### config.mk
export PLATFORM = sky130hd
export DESIGN_NAME = uart_rx_cfg_flat
export DESIGN_NICKNAME = d
export VERILOG_FILES = /design/src/rtl/uart_rx_cfg_if.sv /design/src/rtl/uart_rx_cfg.sv /design/src/flat_wrapper.sv
export SDC_FILE = /design/constraint.sdc
export NUM_CORES = 1
export LEC_CHECK = 0
export BUFFER_PORTS_ARGS = -buffer_cell sky130_fd_sc_hd__buf_2
export CORE_UTILIZATION = 35
export CTS_BUF_LIST = sky130_fd_sc_hd__clkbuf_2 sky130_fd_sc_hd__clkbuf_4 sky130_fd_sc_hd__clkbuf_8
export DETAILED_ROUTE_END_ITERATION = 8
export PLACE_DENSITY = 0.51
export SLEW_MARGIN = 20
export SYNTH_ARGS = -nofsm -noshare
export SYNTH_HDL_FRONTEND = slang
export SYNTH_SLANG_ARGS = --single-unit
### constraint.sdc
create_clock -name clk -period 3.7 [get_ports clk]
set_clock_uncertainty 0.1 [all_clocks]
set_input_delay 0.74 -clock clk [delete_from_list [all_inputs] [get_ports clk]]
set_output_delay 0.74 -clock clk [all_outputs]
set_load 0.02 [all_outputs]
### src/rtl/uart_rx_cfg_if.sv
// Word handshake between uart_rx_cfg (master) and the command decoder (slave).
// break_det exists only when UART_RX_BREAK_DET_EN is defined.
interface uart_rx_cfg_if;
   logic       data_valid;
   logic       data_ready;
   logic [7:0] byte_data;
   logic       parity_err;
   logic       frame_err;
   logic       overrun_err;
   logic       busy;
`ifdef UART_RX_BREAK_DET_EN
   logic       break_det;

   modport master (
      output data_valid, byte_data, parity_err, frame_err, overrun_err, busy, break_det,
      input  data_ready
   );
   modport slave (
      input  data_valid, byte_data, parity_err, frame_err, overrun_err, busy, break_det,
      output data_ready
   );
`else
   modport master (
      output data_valid, byte_data, parity_err, frame_err, overrun_err, busy,
      input  data_ready
   );
   modport slave (
      input  data_valid, byte_data, parity_err, frame_err, overrun_err, busy,
      output data_ready
   );
`endif
endinterface

### src/rtl/uart_rx_cfg.sv
// Parametrised UART receiver: 2-flop synchroniser, 3-sample majority vote, ready/valid output.
// Optional break detection is built in when UART_RX_BREAK_DET_EN is defined.
//
// state  | meaning
// IDLE   | line idle, waiting for rx_s low (or, after a break, for a full idle bit)
// START  | validating the start bit; a majority-1 at mid+1 is a false start
// DATA   | shifting DATA_BITS bits, LSB first
// PARITY | sampling the parity bit
// STOP   | sampling STOP_BITS stop bits; leaves at mid+1 of the last one
// DONE   | one cycle: present the word or flag overrun
module uart_rx_cfg #(
   parameter int CLKS_PER_BIT = 1250,
   parameter int DATA_BITS    = 8,
   parameter int PARITY       = 0,
   parameter int STOP_BITS    = 1
) (
   input  logic          clk,
   input  logic          rst_n,
   input  logic          rx,
   uart_rx_cfg_if.master rx_if
);
   localparam int CW = $clog2(CLKS_PER_BIT);
   localparam logic [CW-1:0] C_LAST = CW'(CLKS_PER_BIT - 1);
   localparam logic [CW-1:0] C_MIDM = CW'(CLKS_PER_BIT / 2 - 1);
   localparam logic [CW-1:0] C_MID  = CW'(CLKS_PER_BIT / 2);
   localparam logic [CW-1:0] C_MIDP = CW'(CLKS_PER_BIT / 2 + 1);
   localparam logic [2:0]    C_LAST_BIT  = 3'(DATA_BITS - 1);
   localparam logic          C_LAST_STOP = (STOP_BITS == 2);

   localparam logic [2:0] S_IDLE   = 3'd0;
   localparam logic [2:0] S_START  = 3'd1;
   localparam logic [2:0] S_DATA   = 3'd2;
   localparam logic [2:0] S_PARITY = 3'd3;
   localparam logic [2:0] S_STOP   = 3'd4;
   localparam logic [2:0] S_DONE   = 3'd5;
   localparam logic [2:0] S_AFTER_DATA = (PARITY != 0) ? S_PARITY : S_STOP;

   logic          r_rx_meta;
   logic          r_rx_s;
   logic [2:0]    r_state;
   logic [CW-1:0] r_cnt;
   logic [1:0]    r_votes;
   logic [2:0]    r_bit_idx;
   logic          r_stop_idx;
   logic [7:0]    r_shift;
   logic          r_par_bit;
   logic          r_ferr_acc;

   logic          r_valid;
   logic [7:0]    r_byte;
   logic          r_perr;
   logic          r_ferr;
   logic          r_ovr;

   logic          w_maj;
   logic          w_mid_p;
   logic          w_end;
   logic          w_armed;
   logic          w_deliver;
   logic          w_accept;
   logic          w_par_x;
   logic          w_perr_new;

`ifdef UART_RX_BREAK_DET_EN
   logic          r_all_zero;
   logic          r_brk_wait;

   assign w_armed         = ~r_brk_wait;
   assign w_deliver       = (r_state == S_DONE) & ~r_all_zero;
   assign rx_if.break_det = (r_state == S_DONE) & r_all_zero;
`else
   assign w_armed   = 1'b1;
   assign w_deliver = (r_state == S_DONE);
`endif

   // the third vote is the live sample at mid+1
   assign w_maj    = (r_votes[0] & r_votes[1]) | (r_votes[0] & r_rx_s) | (r_votes[1] & r_rx_s);
   assign w_mid_p  = (r_cnt == C_MIDP);
   assign w_end    = (r_cnt == C_LAST);
   assign w_accept = r_valid & rx_if.data_ready;

   always_comb begin
      w_par_x = (^r_shift) ^ r_par_bit;
      if (PARITY == 1)      w_perr_new = ~w_par_x;
      else if (PARITY == 2) w_perr_new = w_par_x;
      else                  w_perr_new = 1'b0;
   end

   always_ff @(posedge clk or negedge rst_n) begin
      if (!rst_n) begin
         r_rx_meta <= 1'b1;
         r_rx_s    <= 1'b1;
      end else begin
         r_rx_meta <= rx;
         r_rx_s    <= r_rx_meta;
      end
   end

   always_ff @(posedge clk or negedge rst_n) begin
      if (!rst_n) begin
         r_state    <= S_IDLE;
         r_cnt      <= '0;
         r_votes    <= 2'b11;
         r_bit_idx  <= '0;
         r_stop_idx <= 1'b0;
         r_shift    <= '0;
         r_par_bit  <= 1'b0;
         r_ferr_acc <= 1'b0;
`ifdef UART_RX_BREAK_DET_EN
         r_all_zero <= 1'b0;
         r_brk_wait <= 1'b0;
`endif
      end else begin
         if (r_state != S_IDLE && r_state != S_DONE) begin
            r_cnt <= w_end ? '0 : r_cnt + CW'(1);
            if (r_cnt == C_MIDM) r_votes[0] <= r_rx_s;
            if (r_cnt == C_MID)  r_votes[1] <= r_rx_s;
         end
         case (r_state)
            S_IDLE: begin
               if (!r_rx_s && w_armed) begin
                  r_state    <= S_START;
                  r_cnt      <= '0;
                  r_shift    <= '0;
                  r_par_bit  <= 1'b0;
                  r_ferr_acc <= 1'b0;
`ifdef UART_RX_BREAK_DET_EN
                  r_all_zero <= 1'b1;
`endif
               end
            end
            S_START: begin
               if (w_mid_p && w_maj) begin
                  r_state <= S_IDLE;
                  r_cnt   <= '0;
               end else if (w_end) begin
                  r_state   <= S_DATA;
                  r_bit_idx <= '0;
               end
            end
            S_DATA: begin
               if (w_mid_p) r_shift[r_bit_idx] <= w_maj;
               if (w_end) begin
                  if (r_bit_idx == C_LAST_BIT) begin
                     r_state    <= S_AFTER_DATA;
                     r_stop_idx <= 1'b0;
                  end else begin
                     r_bit_idx <= r_bit_idx + 3'd1;
                  end
               end
            end
            S_PARITY: begin
               if (w_mid_p) r_par_bit <= w_maj;
               if (w_end) begin
                  r_state    <= S_STOP;
                  r_stop_idx <= 1'b0;
               end
            end
            S_STOP: begin
               if (w_mid_p && !w_maj) r_ferr_acc <= 1'b1;
               // the last stop bit is cut short so a back-to-back start edge is seen
               if (w_mid_p && r_stop_idx == C_LAST_STOP) begin
                  r_state <= S_DONE;
                  r_cnt   <= '0;
               end else if (w_end) begin
                  r_stop_idx <= 1'b1;
               end
            end
            S_DONE: begin
               r_state <= S_IDLE;
               r_cnt   <= '0;
`ifdef UART_RX_BREAK_DET_EN
               if (r_all_zero) r_brk_wait <= 1'b1;
`endif
            end
            default: begin
               r_state <= S_IDLE;
               r_cnt   <= '0;
            end
         endcase
`ifdef UART_RX_BREAK_DET_EN
         if ((r_state == S_DATA || r_state == S_PARITY || r_state == S_STOP) && w_mid_p && w_maj)
            r_all_zero <= 1'b0;
         // after a break, re-arm only once the line has idled for a full bit period
         if (r_state == S_IDLE && r_brk_wait) begin
            if (!r_rx_s) begin
               r_cnt <= '0;
            end else if (w_end) begin
               r_cnt      <= '0;
               r_brk_wait <= 1'b0;
            end else begin
               r_cnt <= r_cnt + CW'(1);
            end
         end
`endif
      end
   end

   always_ff @(posedge clk or negedge rst_n) begin
      if (!rst_n) begin
         r_valid <= 1'b0;
         r_byte  <= '0;
         r_perr  <= 1'b0;
         r_ferr  <= 1'b0;
         r_ovr   <= 1'b0;
      end else if (w_deliver) begin
         if (!r_valid || w_accept) begin
            r_valid <= 1'b1;
            r_byte  <= r_shift;
            r_perr  <= w_perr_new;
            r_ferr  <= r_ferr_acc;
            r_ovr   <= 1'b0;
         end else begin
            r_ovr <= 1'b1;
         end
      end else if (w_accept) begin
         r_valid <= 1'b0;
         r_ovr   <= 1'b0;
      end
   end

   assign rx_if.data_valid  = r_valid;
   assign rx_if.byte_data   = r_byte;
   assign rx_if.parity_err  = r_perr;
   assign rx_if.frame_err   = r_ferr;
   assign rx_if.overrun_err = r_ovr;
   assign rx_if.busy        = (r_state != S_IDLE);
endmodule

### src/flat_wrapper.sv
// flat-port wrapper written by rule: the top's interface ports become plain ports
module uart_rx_cfg_flat 
#(
   parameter int CLKS_PER_BIT = 1250,
   parameter int DATA_BITS    = 8,
   parameter int PARITY       = 0,
   parameter int STOP_BITS    = 1
)
  (clk, rst_n, rx, rx_if_data_valid, rx_if_byte_data, rx_if_parity_err, rx_if_frame_err, rx_if_overrun_err, rx_if_busy, rx_if_data_ready);
  uart_rx_cfg_if rx_if_i ();
  input  logic clk;
  input  logic rst_n;
  input  logic rx;
  output wire logic [$bits(rx_if_i.data_valid)-1:0] rx_if_data_valid;
  output wire logic [$bits(rx_if_i.byte_data)-1:0] rx_if_byte_data;
  output wire logic [$bits(rx_if_i.parity_err)-1:0] rx_if_parity_err;
  output wire logic [$bits(rx_if_i.frame_err)-1:0] rx_if_frame_err;
  output wire logic [$bits(rx_if_i.overrun_err)-1:0] rx_if_overrun_err;
  output wire logic [$bits(rx_if_i.busy)-1:0] rx_if_busy;
  input wire logic [$bits(rx_if_i.data_ready)-1:0] rx_if_data_ready;
  assign rx_if_data_valid = rx_if_i.data_valid;
  assign rx_if_byte_data = rx_if_i.byte_data;
  assign rx_if_parity_err = rx_if_i.parity_err;
  assign rx_if_frame_err = rx_if_i.frame_err;
  assign rx_if_overrun_err = rx_if_i.overrun_err;
  assign rx_if_busy = rx_if_i.busy;
  assign rx_if_i.data_ready = rx_if_data_ready;
  uart_rx_cfg #(.CLKS_PER_BIT(CLKS_PER_BIT), .DATA_BITS(DATA_BITS), .PARITY(PARITY), .STOP_BITS(STOP_BITS)) u_core (.clk(clk), .rst_n(rst_n), .rx(rx), .rx_if(rx_if_i));
endmodule
==> summary.md <==
| Metric | Value |
|---|---|
| Clock buffer depth | `2` |
| Die Ht | `81.4 µm` |
| Crit share post-route | `0.651` |
| # DRC | `0` |
| Count of state elements after synthesis | `42` |
| Setup CP Type | `reg -> out` |
| Crit. End Element | `output pin` |
| I/O pin cnt | `17` |
| Hold Path Sink | `u_core.r_rx_s` |
| Row cnt | `28` |
| DRT Pass-1 Iters | `4` |
| RSZ-0062 raised after global routing | `no` |
| Placer congestion estimate | `0.740` |
| 1st-iter DRT viols | `146` |
| Number of diodes | `0` |
| Syn Nets | `217` |
| Clk Latency, worst-skew pair | `0.30 ns` |
| Die Wd | `81.4 µm` |
| Slowest CP cell | `dfrtp_1` |
| IO Port Bufs | `15` |
| Most numerous cell in the Yosys netlist | `dfrtp_1` |
| Max_slew headroom | `0.362` |
| Clock-pin slew on the worst setup and hold paths | `0.09 ns` |
| Postcts setup bufs | `0` |
| Post-Place Cell Area | `0.00235 mm²` |
| H-tree depth | `2` |
| Post-CTS resize count | `0` |
| Routed vias/inst | `5.38` |
| Synthesis Warnings | `0` |
| Hold Violations, Final | `0` |
| Routed wire length | `4350 µm` |
| Setup TNS | `0 ns` |
| Fin crit period | `2.41 ns` |
| Req. time, crit path | `2.86 ns` |
| Hold Path Stages | `0` |
| First-pass GRT wire length | `7370 µm` |
| Largest net degree at the start of global routing | `43` |
| Sequential share of the synthesized area | `0.479` |
| Antenna violations before repair | `0` |
| # nets final | `230` |
| Status | `finished clean` |
| Clk sink count | `42` |
| Core ar. | `0.00599 mm²` |
| Critical-path cell list | `or3_1 > buf_2` |
| Startpoint Class | `flip-flop` |
| Worst vdd ir | `0.153 mV` |
| Crit path largest cell delay | `0.61 ns` |
| Cts bufs inserted | `5` |
| CTS tree | `yes` |
| Hold path startpoint | `u_core.r_rx_meta` |
| Synth Cell Area | `0.00221 mm²` |
| Worst-Margin Slew | `0.957 ns` |
| CP Max Fanout | `22` |
| Vias | `1591` |
| Top cells by area, synth | `dfrtp_1, mux2_2, dfstp_2` |
| HPWL after DPL | `2940 µm` |
| Hold buffer count at CTS | `0` |
| Fin. max-slew vios | `0` |
| Pwr/cell area | `350 mW/mm²` |
| Initial Util | `0.368` |
| Antenna-violating nets left | `0` |
| Commonest cells in the netlist | `dfrtp_1, nor3_1, mux2_2` |
| Root buf cell | `clkbuf_8` |
| R2R depth | `5` |
| MaxCap Viol Count | `0` |
| Synth async-reset ratio | `1.00` |
| Final Instance Area | `0.00247 mm²` |
| Die area | `0.00662 mm²` |
| Syn avg cell area | `10.7 µm²` |
| Max frequency | `415 MHz` |
| Synth top area share | `0.431` |
| Count of flip-flops with a built-in enable after synthesis | `0` |
| WL/cell | `14.7 µm` |
| Leak pwr | `1.13 nW` |
| Synth cell types | `48` |
| Area delta synth->final | `11.8%` |
| Post-synth top area cell | `dfrtp_1` |
| Vias in the first global route | `1465` |
| Post-Syn Instances | `207` |
| Grt ovf | `0` |
| Share of layout cells above drive strength 1 | `0.213` |
| Final setup fails | `0` |
| Top_reg_cell synth | `dfrtp_1` |
| GRT Util Overall | `0.149` |
| Critical path data arrival time | `1.57 ns` |
| Worst reg2reg path startpoint | `u_core.r_state[1]` |
| RR Endpoint | `u_core.r_shift[5]` |
| Hold Path Class | `reg -> reg` |
| R2R Setup Slk | `1.43 ns` |
[per-layer routing]
metal / GRT usage / up-vias / wire [µm]
met5: 0 / - / 0
met4: 0.0429 / 0 / 29
met3: 0.0371 / 2 / 171
met2: 0.211 / 28 / 1890
met1: 0.220 / 763 / 2250
li1: - / 798 / -
[cell families (layout without fill, tap and decap cells)]
logic type                 Yosys count  after routing  share of synthesized area
other                                1              1                    0.00170
xor gates and xnor gates            10             10                     0.0431
and+or+nand+nor                     70             70                      0.180
muxes                               15             15                     0.0754
buffers and inverters               20             34                     0.0369
adders and majority gates            7              7                     0.0386
AOI/OAI and AO/OA                   42             42                      0.145
DFF                                 42             42                      0.479
[cell type report]
type                    count  area (µm²)
fillers                   564        3520
repair buffers             18        97.6
clock buffers               7        90.1
flip-flops and latches     42        1060
well taps                  75        93.8
inverters                   8        30.0
clock inverters             1        30.0
multi-input cells         145        1070
[stage by stage]
step / hold WS (ns) / cells / power [mW] / setup slack [ns] / utilization
6_report: 0.259 / 296 / 0.863 / 1.29 / 0.412
5_1_grt: 0.267 / 296 / 0.901 / 1.21 / 0.412
4_1_cts: 0.260 / 296 / 0.879 / 1.28 / 0.412
3_5_place_dp: 0.248 / 288 / 0.488 / 1.48 / 0.392
3_3_place_gp: 0.245 / 288 / 0.488 / 1.49 / 0.392
2_1_floorplan: 0.245 / 207 / 0.476 / 1.82 / -
[sequential cells by signal, indices dropped and copies added, names as in the netlist]
| signal | count |
|---|---|
| u_core.r_ferr_acc | 1 |
| u_core.r_cnt | 11 |
| u_core.rx_if.overrun_err | 1 |
| u_core.rx_if.byte_data | 8 |
| u_core.r_rx_s | 1 |
| u_core.rx_if.frame_err | 1 |
| u_core.r_shift | 8 |
| u_core.r_votes | 2 |
| u_core.r_state | 3 |
| u_core.r_rx_meta | 1 |
| u_core.rx_if.data_valid | 1 |
| u_core.r_stop_idx | 1 |
| u_core.r_bit_idx | 3 |
[worst max path at each step]
stage / from / endpoint / cells after the start
2_1_floorplan: u_core.r_cnt[1] / u_core.r_cnt[0] / 7
3_3_place_gp: u_core.r_state[1] / u_core.r_shift[7] / 5
3_5_place_dp: u_core.r_state[2] / u_core.r_votes[1] / 4
4_1_cts: u_core.r_state[1] / rx_if_busy / 2
5_1_grt: u_core.r_state[1] / rx_if_busy / 2
6_report: u_core.r_state[1] / rx_if_busy / 2
[worst max-delay path: cells and delay by family (launching register included)]
kind | cells | cell delay (ns)
and+or+nand+nor | 1 | 0.48
buffers and inverters | 1 | 0.18
DFF | 1 | 0.61
[power breakdown]
part	internal [mW]	leakage [nW]	total, mW	switching [mW]
clock network	0.227	0.0619	0.386	0.158
registers	0.462	0.557	0.463	0.00149
logic	0.00248	0.514	0.0149	0.0124
total	0.692	1.13	0.863	0.172
[placed cells by master, fill, tap and decap left out, types with 6 or more instances in the layout]
master    netlist  layout
dfrtp_1        38      38
nor3_1         17      17
buf_2           2      15
mux2_2         13      13
nor2_1         12      12
o21ai_0         9       9
inv_1           8       8
xor2_1          8       8
a221o_1         8       8
and3_1          7       7
ha_1            6       6
clkbuf_8        0       6
Power figures use the tool's default switching activity.
